**config.mk**
```make
export PLATFORM = sky130hd
export DESIGN_NAME = sub_serial_flat
export DESIGN_NICKNAME = d
export VERILOG_FILES = /design/src/rtl/sub_serial_if.sv /design/src/rtl/sub_serial.sv /design/src/flat_wrapper.sv
export SDC_FILE = /design/constraint.sdc
export NUM_CORES = 1
export LEC_CHECK = 0
export CORE_ASPECT_RATIO = 1.1
export CORE_MARGIN = 5
export CORE_UTILIZATION = 49
export DETAILED_ROUTE_END_ITERATION = 8
export GPL_ROUTABILITY_DRIVEN = 0
export PLACE_DENSITY = 0.77
export SYNTH_ARGS = -nofsm -noshare
export SYNTH_HDL_FRONTEND = slang
export SYNTH_SLANG_ARGS = --single-unit
```
**constraint.sdc**
```tcl
create_clock -name clk -period 2.5 [get_ports clk]
set_clock_uncertainty 0.2 [all_clocks]
set_input_delay 0.5 -clock clk [delete_from_list [all_inputs] [get_ports clk]]
set_output_delay 0.5 -clock clk [all_outputs]
set_load 0.05 [all_outputs]
```
**src/rtl/sub_serial_if.sv**
```systemverilog
// Operand/result handshake bundle for the bit-serial subtractor.
// master drives operands and takes results; slave is the subtractor itself.
interface sub_serial_if #(
  parameter int WIDTH = 4
);
  logic             in_valid;
  logic             in_ready;
  logic [WIDTH-1:0] A;
  logic [WIDTH-1:0] B;
  logic             Bin;
  logic             out_valid;
  logic             out_ready;
  logic [WIDTH-1:0] Diff;
  logic             Bout;
  logic             Ovf;
  logic             Zero;

  modport master (
    output in_valid, A, B, Bin, out_ready,
    input  in_ready, out_valid, Diff, Bout, Ovf, Zero
  );

  modport slave (
    input  in_valid, A, B, Bin, out_ready,
    output in_ready, out_valid, Diff, Bout, Ovf, Zero
  );
endinterface

```
**src/rtl/sub_serial.sv**
```systemverilog
// Bit-serial A - B - Bin, LSB first, one full-adder cell fed with ~B and an inverted borrow.
// WIDTH edges from accept to out_valid; result held in DONE until out_ready, no overlap.
module sub_serial #(
  parameter int WIDTH = 4
) (
  input  logic        clk,
  input  logic        rst,
  sub_serial_if.slave bus
);

  localparam int CW = (WIDTH > 2) ? $clog2(WIDTH) : 1;
  localparam logic [CW-1:0] LAST = CW'(WIDTH - 1);

  typedef enum logic [1:0] {IDLE, RUN, DONE} state_t;

  state_t           state;
  state_t           state_nxt;
  logic [WIDTH-1:0] a_reg;
  logic [WIDTH-1:0] b_reg;
  logic [WIDTH-1:0] sreg;
  logic [WIDTH-1:0] diff_nxt;
  logic [CW-1:0]    cnt;
  logic             carry;
  logic             sum_bit;
  logic             carry_nxt;
  logic             nb;
  logic             last_bit;

  assign bus.in_ready  = (state == IDLE);
  assign bus.out_valid = (state == DONE);

  always_ff @(posedge clk or posedge rst) begin
    if (rst) state <= IDLE;
    else     state <= state_nxt;
  end

  always_comb begin
    state_nxt = state;
    case (state)
      IDLE:    if (bus.in_valid) state_nxt = RUN;
      RUN:     if (last_bit) state_nxt = DONE;
      DONE:    if (bus.out_ready) state_nxt = IDLE;
      default: state_nxt = IDLE;
    endcase
  end

  // Carry here is the complement of the running borrow, so the adder cell computes A + ~B + ~Bin.
  always_comb begin
    nb        = ~b_reg[cnt];
    sum_bit   = a_reg[cnt] ^ nb ^ carry;
    carry_nxt = (a_reg[cnt] & nb) | (a_reg[cnt] & carry) | (nb & carry);
    diff_nxt  = {sum_bit, sreg[WIDTH-1:1]};
    last_bit  = (cnt == LAST);
  end

  always_ff @(posedge clk or posedge rst) begin
    if (rst) begin
      a_reg    <= '0;
      b_reg    <= '0;
      sreg     <= '0;
      cnt      <= '0;
      carry    <= 1'b0;
      bus.Diff <= '0;
      bus.Bout <= 1'b0;
      bus.Ovf  <= 1'b0;
      bus.Zero <= 1'b0;
    end else begin
      case (state)
        IDLE: begin
          if (bus.in_valid) begin
            a_reg <= bus.A;
            b_reg <= bus.B;
            carry <= ~bus.Bin;
            cnt   <= '0;
            sreg  <= '0;
          end
        end
        RUN: begin
          sreg  <= diff_nxt;
          carry <= carry_nxt;
          cnt   <= cnt + CW'(1);
          if (last_bit) begin
            bus.Diff <= diff_nxt;
            bus.Bout <= ~carry_nxt;
            bus.Ovf  <= (a_reg[WIDTH-1] != b_reg[WIDTH-1]) &
                        (diff_nxt[WIDTH-1] != a_reg[WIDTH-1]);
            bus.Zero <= (diff_nxt == '0);
          end
        end
        default: ;
      endcase
    end
  end

endmodule

```
**src/flat_wrapper.sv**
```systemverilog
// flat-port wrapper written by rule: the top's interface ports become plain ports
module sub_serial_flat 
#(
  parameter int WIDTH = 4
)
  (clk, rst, bus_in_valid, bus_A, bus_B, bus_Bin, bus_out_ready, bus_in_ready, bus_out_valid, bus_Diff, bus_Bout, bus_Ovf, bus_Zero);
  sub_serial_if #(.WIDTH(WIDTH)) bus_i ();
  input  logic clk;
  input  logic rst;
  input wire logic [$bits(bus_i.in_valid)-1:0] bus_in_valid;
  input wire logic [$bits(bus_i.A)-1:0] bus_A;
  input wire logic [$bits(bus_i.B)-1:0] bus_B;
  input wire logic [$bits(bus_i.Bin)-1:0] bus_Bin;
  input wire logic [$bits(bus_i.out_ready)-1:0] bus_out_ready;
  output wire logic [$bits(bus_i.in_ready)-1:0] bus_in_ready;
  output wire logic [$bits(bus_i.out_valid)-1:0] bus_out_valid;
  output wire logic [$bits(bus_i.Diff)-1:0] bus_Diff;
  output wire logic [$bits(bus_i.Bout)-1:0] bus_Bout;
  output wire logic [$bits(bus_i.Ovf)-1:0] bus_Ovf;
  output wire logic [$bits(bus_i.Zero)-1:0] bus_Zero;
  assign bus_i.in_valid = bus_in_valid;
  assign bus_i.A = bus_A;
  assign bus_i.B = bus_B;
  assign bus_i.Bin = bus_Bin;
  assign bus_i.out_ready = bus_out_ready;
  assign bus_in_ready = bus_i.in_ready;
  assign bus_out_valid = bus_i.out_valid;
  assign bus_Diff = bus_i.Diff;
  assign bus_Bout = bus_i.Bout;
  assign bus_Ovf = bus_i.Ovf;
  assign bus_Zero = bus_i.Zero;
  sub_serial #(.WIDTH(WIDTH)) u_core (.clk(clk), .rst(rst), .bus(bus_i));
endmodule
```
# Word-level counts from Yosys, hierarchy flattened
# Cells that the tools add are included.
# word_totals
out_inout_bits	9
elab_cells	52
in_bits	13
reg_bits	24
# op_classes
n_eq_ne	8
magnitude_cmp	1
bitwise_logic	11
n_mux	14
reduce_logical	7
addsub	1
# ops
cell	count
2-to-1 mux 2 bit	4
one-hot mux 4 bit (2 select lines)	1
one-hot mux 2 bit (3 select lines)	1
AND reduction 2 bit	3
AND 1 bit	4
binary-select mux 1 bit (select 2 bit)	2
equality test 2 bit, second input constant	2
logical NOT 4 bit	1
2-to-1 mux 4 bit	1
inequality test 2 bit, second input constant	2
one-hot mux 2 bit (2 select lines)	1
less-than comparator 2 x 3 -> 1 bit, second input constant	1
2-to-1 mux 1 bit	3
inverter 1 bit	3
AND reduction 3 bit	1
adder 2 x 1 -> 2 bit, second input constant	1
equality test 2 x 1 -> 1 bit, second input constant	1
logical NOT 2 bit	1
inequality test 1 bit	2
inequality test 2 x 1 -> 1 bit, second input constant	1
OR 1 bit	2
one-hot mux 1 bit (2 select lines)	1
nonzero test 2 bit	1
bitwise XOR 1 bit	2

# Depth between registers and ports, before layout
# depth
word_depth	7
mapped_depth	6
ltp_nobuf	6

# Worst setup path before layout
# OpenSTA, ideal clock, no wires.
# synth_path
path_kind	flip-flop to flip-flop
startpoint	reg u_core.cnt[0]
endpoint	reg u_core.bus.Zero
synth_period_minus_slack_ns	2.299
path_stages_with_launch	5
arrival_ns	2.017
setup_slack_ns	0.201
path_cell_list	dfrtp_1 -> mux4_2 -> fa_1 -> or4b_1 -> o21ai_0
# synth_via
elab_chain_len	6
word_cells_on_any_way	10
# synth_rtl
item	line	rtl
start, declared	sub_serial.sv:22	logic [CW-1:0] cnt;
start signal, assigned	sub_serial.sv:81	cnt <= cnt + CW'(1);
binary-select mux 1 bit (select 2 bit)	sub_serial.sv:49	nb = ~b_reg[cnt];
2-to-1 mux 1 bit (not written as such)	sub_serial.sv:49	
inverter 1 bit	sub_serial.sv:49	
bitwise XOR 1 bit (2 in series)	sub_serial.sv:50	sum_bit = a_reg[cnt] ^ nb ^ carry;
logical NOT 4 bit	sub_serial.sv:87	bus.Zero <= (diff_nxt == '0);
end signal, assigned	sub_serial.sv:87	
end, declared	sub_serial_if.sv:25	output in_ready, out_valid, Diff, Bout, Ovf, Zero
# Parallel ways exist; a longest one is shown, timed or not. The select of a mux whose other input is x is not followed.
# A chain may end at the register's enable or synchronous reset.

# Worst setup path in the final report
# Ends and elaborated chain as after synthesis.

==> flow_summary.toml <==
[timing]
timing.hold.ws_ns = 0.297
maxSlewHeadroom_pct = 66.1
final_max_slew_viol_count = 0
finalHoldViolCount = 0
finalSetupTns_ns = 0
setup_viol = 0
max_freq_mhz = 416
period_share_pct = 96.2
tightest_slew_ns = 0.508
period_needed_ns = 2.41
setup_slack_ns = 0.0945

[grt]
grt_use_total_pct = 14.4
grt_pass1_vias = 680
grt_max_degree = 24
antenna_found_initial = 0
grt.overflow.total = 0
grt_pass1_wl_mm = 3.19

[cells_and_area]
fin_area_um2 = 1280
final_common_cell = "dfrtp_1"
syn_to_final_growth_pct = 24.6
fin_cells = 127
drive_gt1_share_pct = 23.2
finalNetCount = 115
final_cell_mix = "dfrtp_1 (22), clkdlybuf4s50_1 (19), mux2_2 (12)"
n_antenna_cell = 0

[yosys]
ys_ff_latch = 23
yosysWarnings = 0
avgSynthCellArea_um2 = 13.5
netlist_area_um2 = 1030
ys_seq_area_share_pct = 56.0
synth_nets = 91
synth.distinct_cells = 24
netlist_instances = 76

[floorplanning]
coreArea_um2 = 2000
num_rows = 17
dieHeight_um = 58.1
die_x_um = 53.7
initial_core_util_pct = 51.4
die_area_um2 = 3120
pin_count = 22

[clock_tree]
cts_tree = "yes"
clock_latency_ns = 0.30
cts_root_buf = "clkbuf_4"
cts_made_buffers = 3
cts.sinks = 23
max-clock-path-buffers = 2
htreeDepth = 1
path_clk_slew_ns = 0.11
cts_hold_buf = 0

[route]
route.detailed.drc = 0
dr.first_iter.drc_count = 4
detail_route.first_pass.iterations = 4
vias_per_cell = 5.23
wirelength_mm = 1.85
wl_per_cell_um = 14.5
ant_nets = 0
num_vias = 664

[place]
place_area_um2 = 1250
place.port_buffers = 21
place_ws_ns = 0.0530
post-place-cells = 123

[power]
ir_drop_mv = 0.843
p_leak_uw = 0.000563
powerDensity_nw_per_um2 = 1410

[job]
max_cap_violations = 0

[worst_setup_path]
end_kind = "register"
crit_chain = "mux4_2, fa_2, or4b_1, o21ai_0"
critPathKind = "reg2reg"
cpMaxStageDelayCell = "fa_2"
critPathArrivalTime_ns = 2.42
path_max_fanout = 5
cp.required_ns = 2.52
worstSetupStartpointType = "register"
slowest_delay_ns = 0.58

[min_path]
hp-class = "reg2reg"

[status]
status = "completed"
==> through the flow <==
| step | util, % | power, uW |
|---|---|---|
| 2_1_floorplan | - | 1410 |
| 3_3_place_gp | 62.5 | 1600 |
| 3_5_place_dp | 62.5 | 1660 |
| 4_1_cts | 63.8 | 1820 |
| 5_1_grt | 64.1 | 1960 |
| 6_report | 64.1 | 1810 |
==> area by class of cell <==
cell class	instances	area, um^2
Timing Repair Buffer	22	218
Tap cell	28	35.0
Sequential cell	23	577
Inverter	4	15.0
Multi-Input combinational cell	46	410
Fill cell	181	718
Clock buffer	4	26.3
==> cells by family after synthesis <==
logic type,after synthesis,share of synthesized area [%]
flip-flops,23,56.0
AND/OR/NAND/NOR,16,10.5
AO/OA/AOI/OAI,14,8.52
multiplexers,14,17.5
buffers and inverters,7,4.38
adder cells (fa/ha/maj),2,3.16
==> report_power, final <==
part	internal, uW	leakage (uW)	switching [uW]
Sequential	551	0.000281	154
Clock	62.1	0.0000150	98.2
Combinational	459	0.000267	485
Total	1070	0.000563	737
==> cell usage after synthesis <==
cell type	n	share of area, %
dfrtp_1	23	56
mux2_2	12	13
o21ai_0	6	2.9
nand2_1	5	1.8
inv_1	4	1.5
a21oi_1	3	1.5
a22o_1	3	2.6
buf_6	2	2.2
mux4_2	2	4.4
nand3b_1	2	1.5
a221oi_1	1	0.85
and2b_1	1	0.73
buf_4	1	0.73
fa_1	1	1.9
ha_1	1	1.2
nand2b_1	1	0.61
nor2_1	1	0.36
nor2b_1	1	0.61
nor3b_1	1	0.73
nor3b_4	1	1.8
o21bai_1	1	0.73
or2_2	1	0.61
or2b_1	1	0.73
or4b_1	1	0.97
==> metal layers <==
layer,share of wire (%),wire length (um),vias to the layer above,GRT usage [%]
li1,-,-,311,-
met4,0.97,18,0,6.57
met2,57,1040,20,24.7
met3,5.0,93,2,3.60
met1,37,691,331,16.2
met5,0,0,-,0
==> worst max-delay path, delay by kind of cell, from the launching register on <==
family | cells | cell delay (ns)
flops | 1 | 0.44
fa+ha+maj | 1 | 0.58
simple gates | 1 | 0.42
mux | 1 | 0.53
compound gates | 1 | 0.16
==> path summary, 6_finish.rpt <==
check	start	end	slack (ns)	depth (start not counted)
min in group asynchronous	rst	u_core.bus.Ovf	0.33	3
setup / recovery	u_core.cnt[0]	u_core.bus.Zero	0.09	4
hold reg to reg	u_core.bus.Diff[3]	u_core.bus.Diff[3]	0.30	2
setup reg to reg	u_core.cnt[0]	u_core.bus.Zero	0.09	4
hold / removal	u_core.bus.Diff[3]	u_core.bus.Diff[3]	0.30	2
max in group asynchronous	rst	u_core.cnt[0]	1.54	3
==> timing repair <==
item,4_1_cts,5_1_grt
setup endpoints to repair,0,2
setup buffers,0,0
resized for setup,0,3
Power figures use the tool's default switching activity.
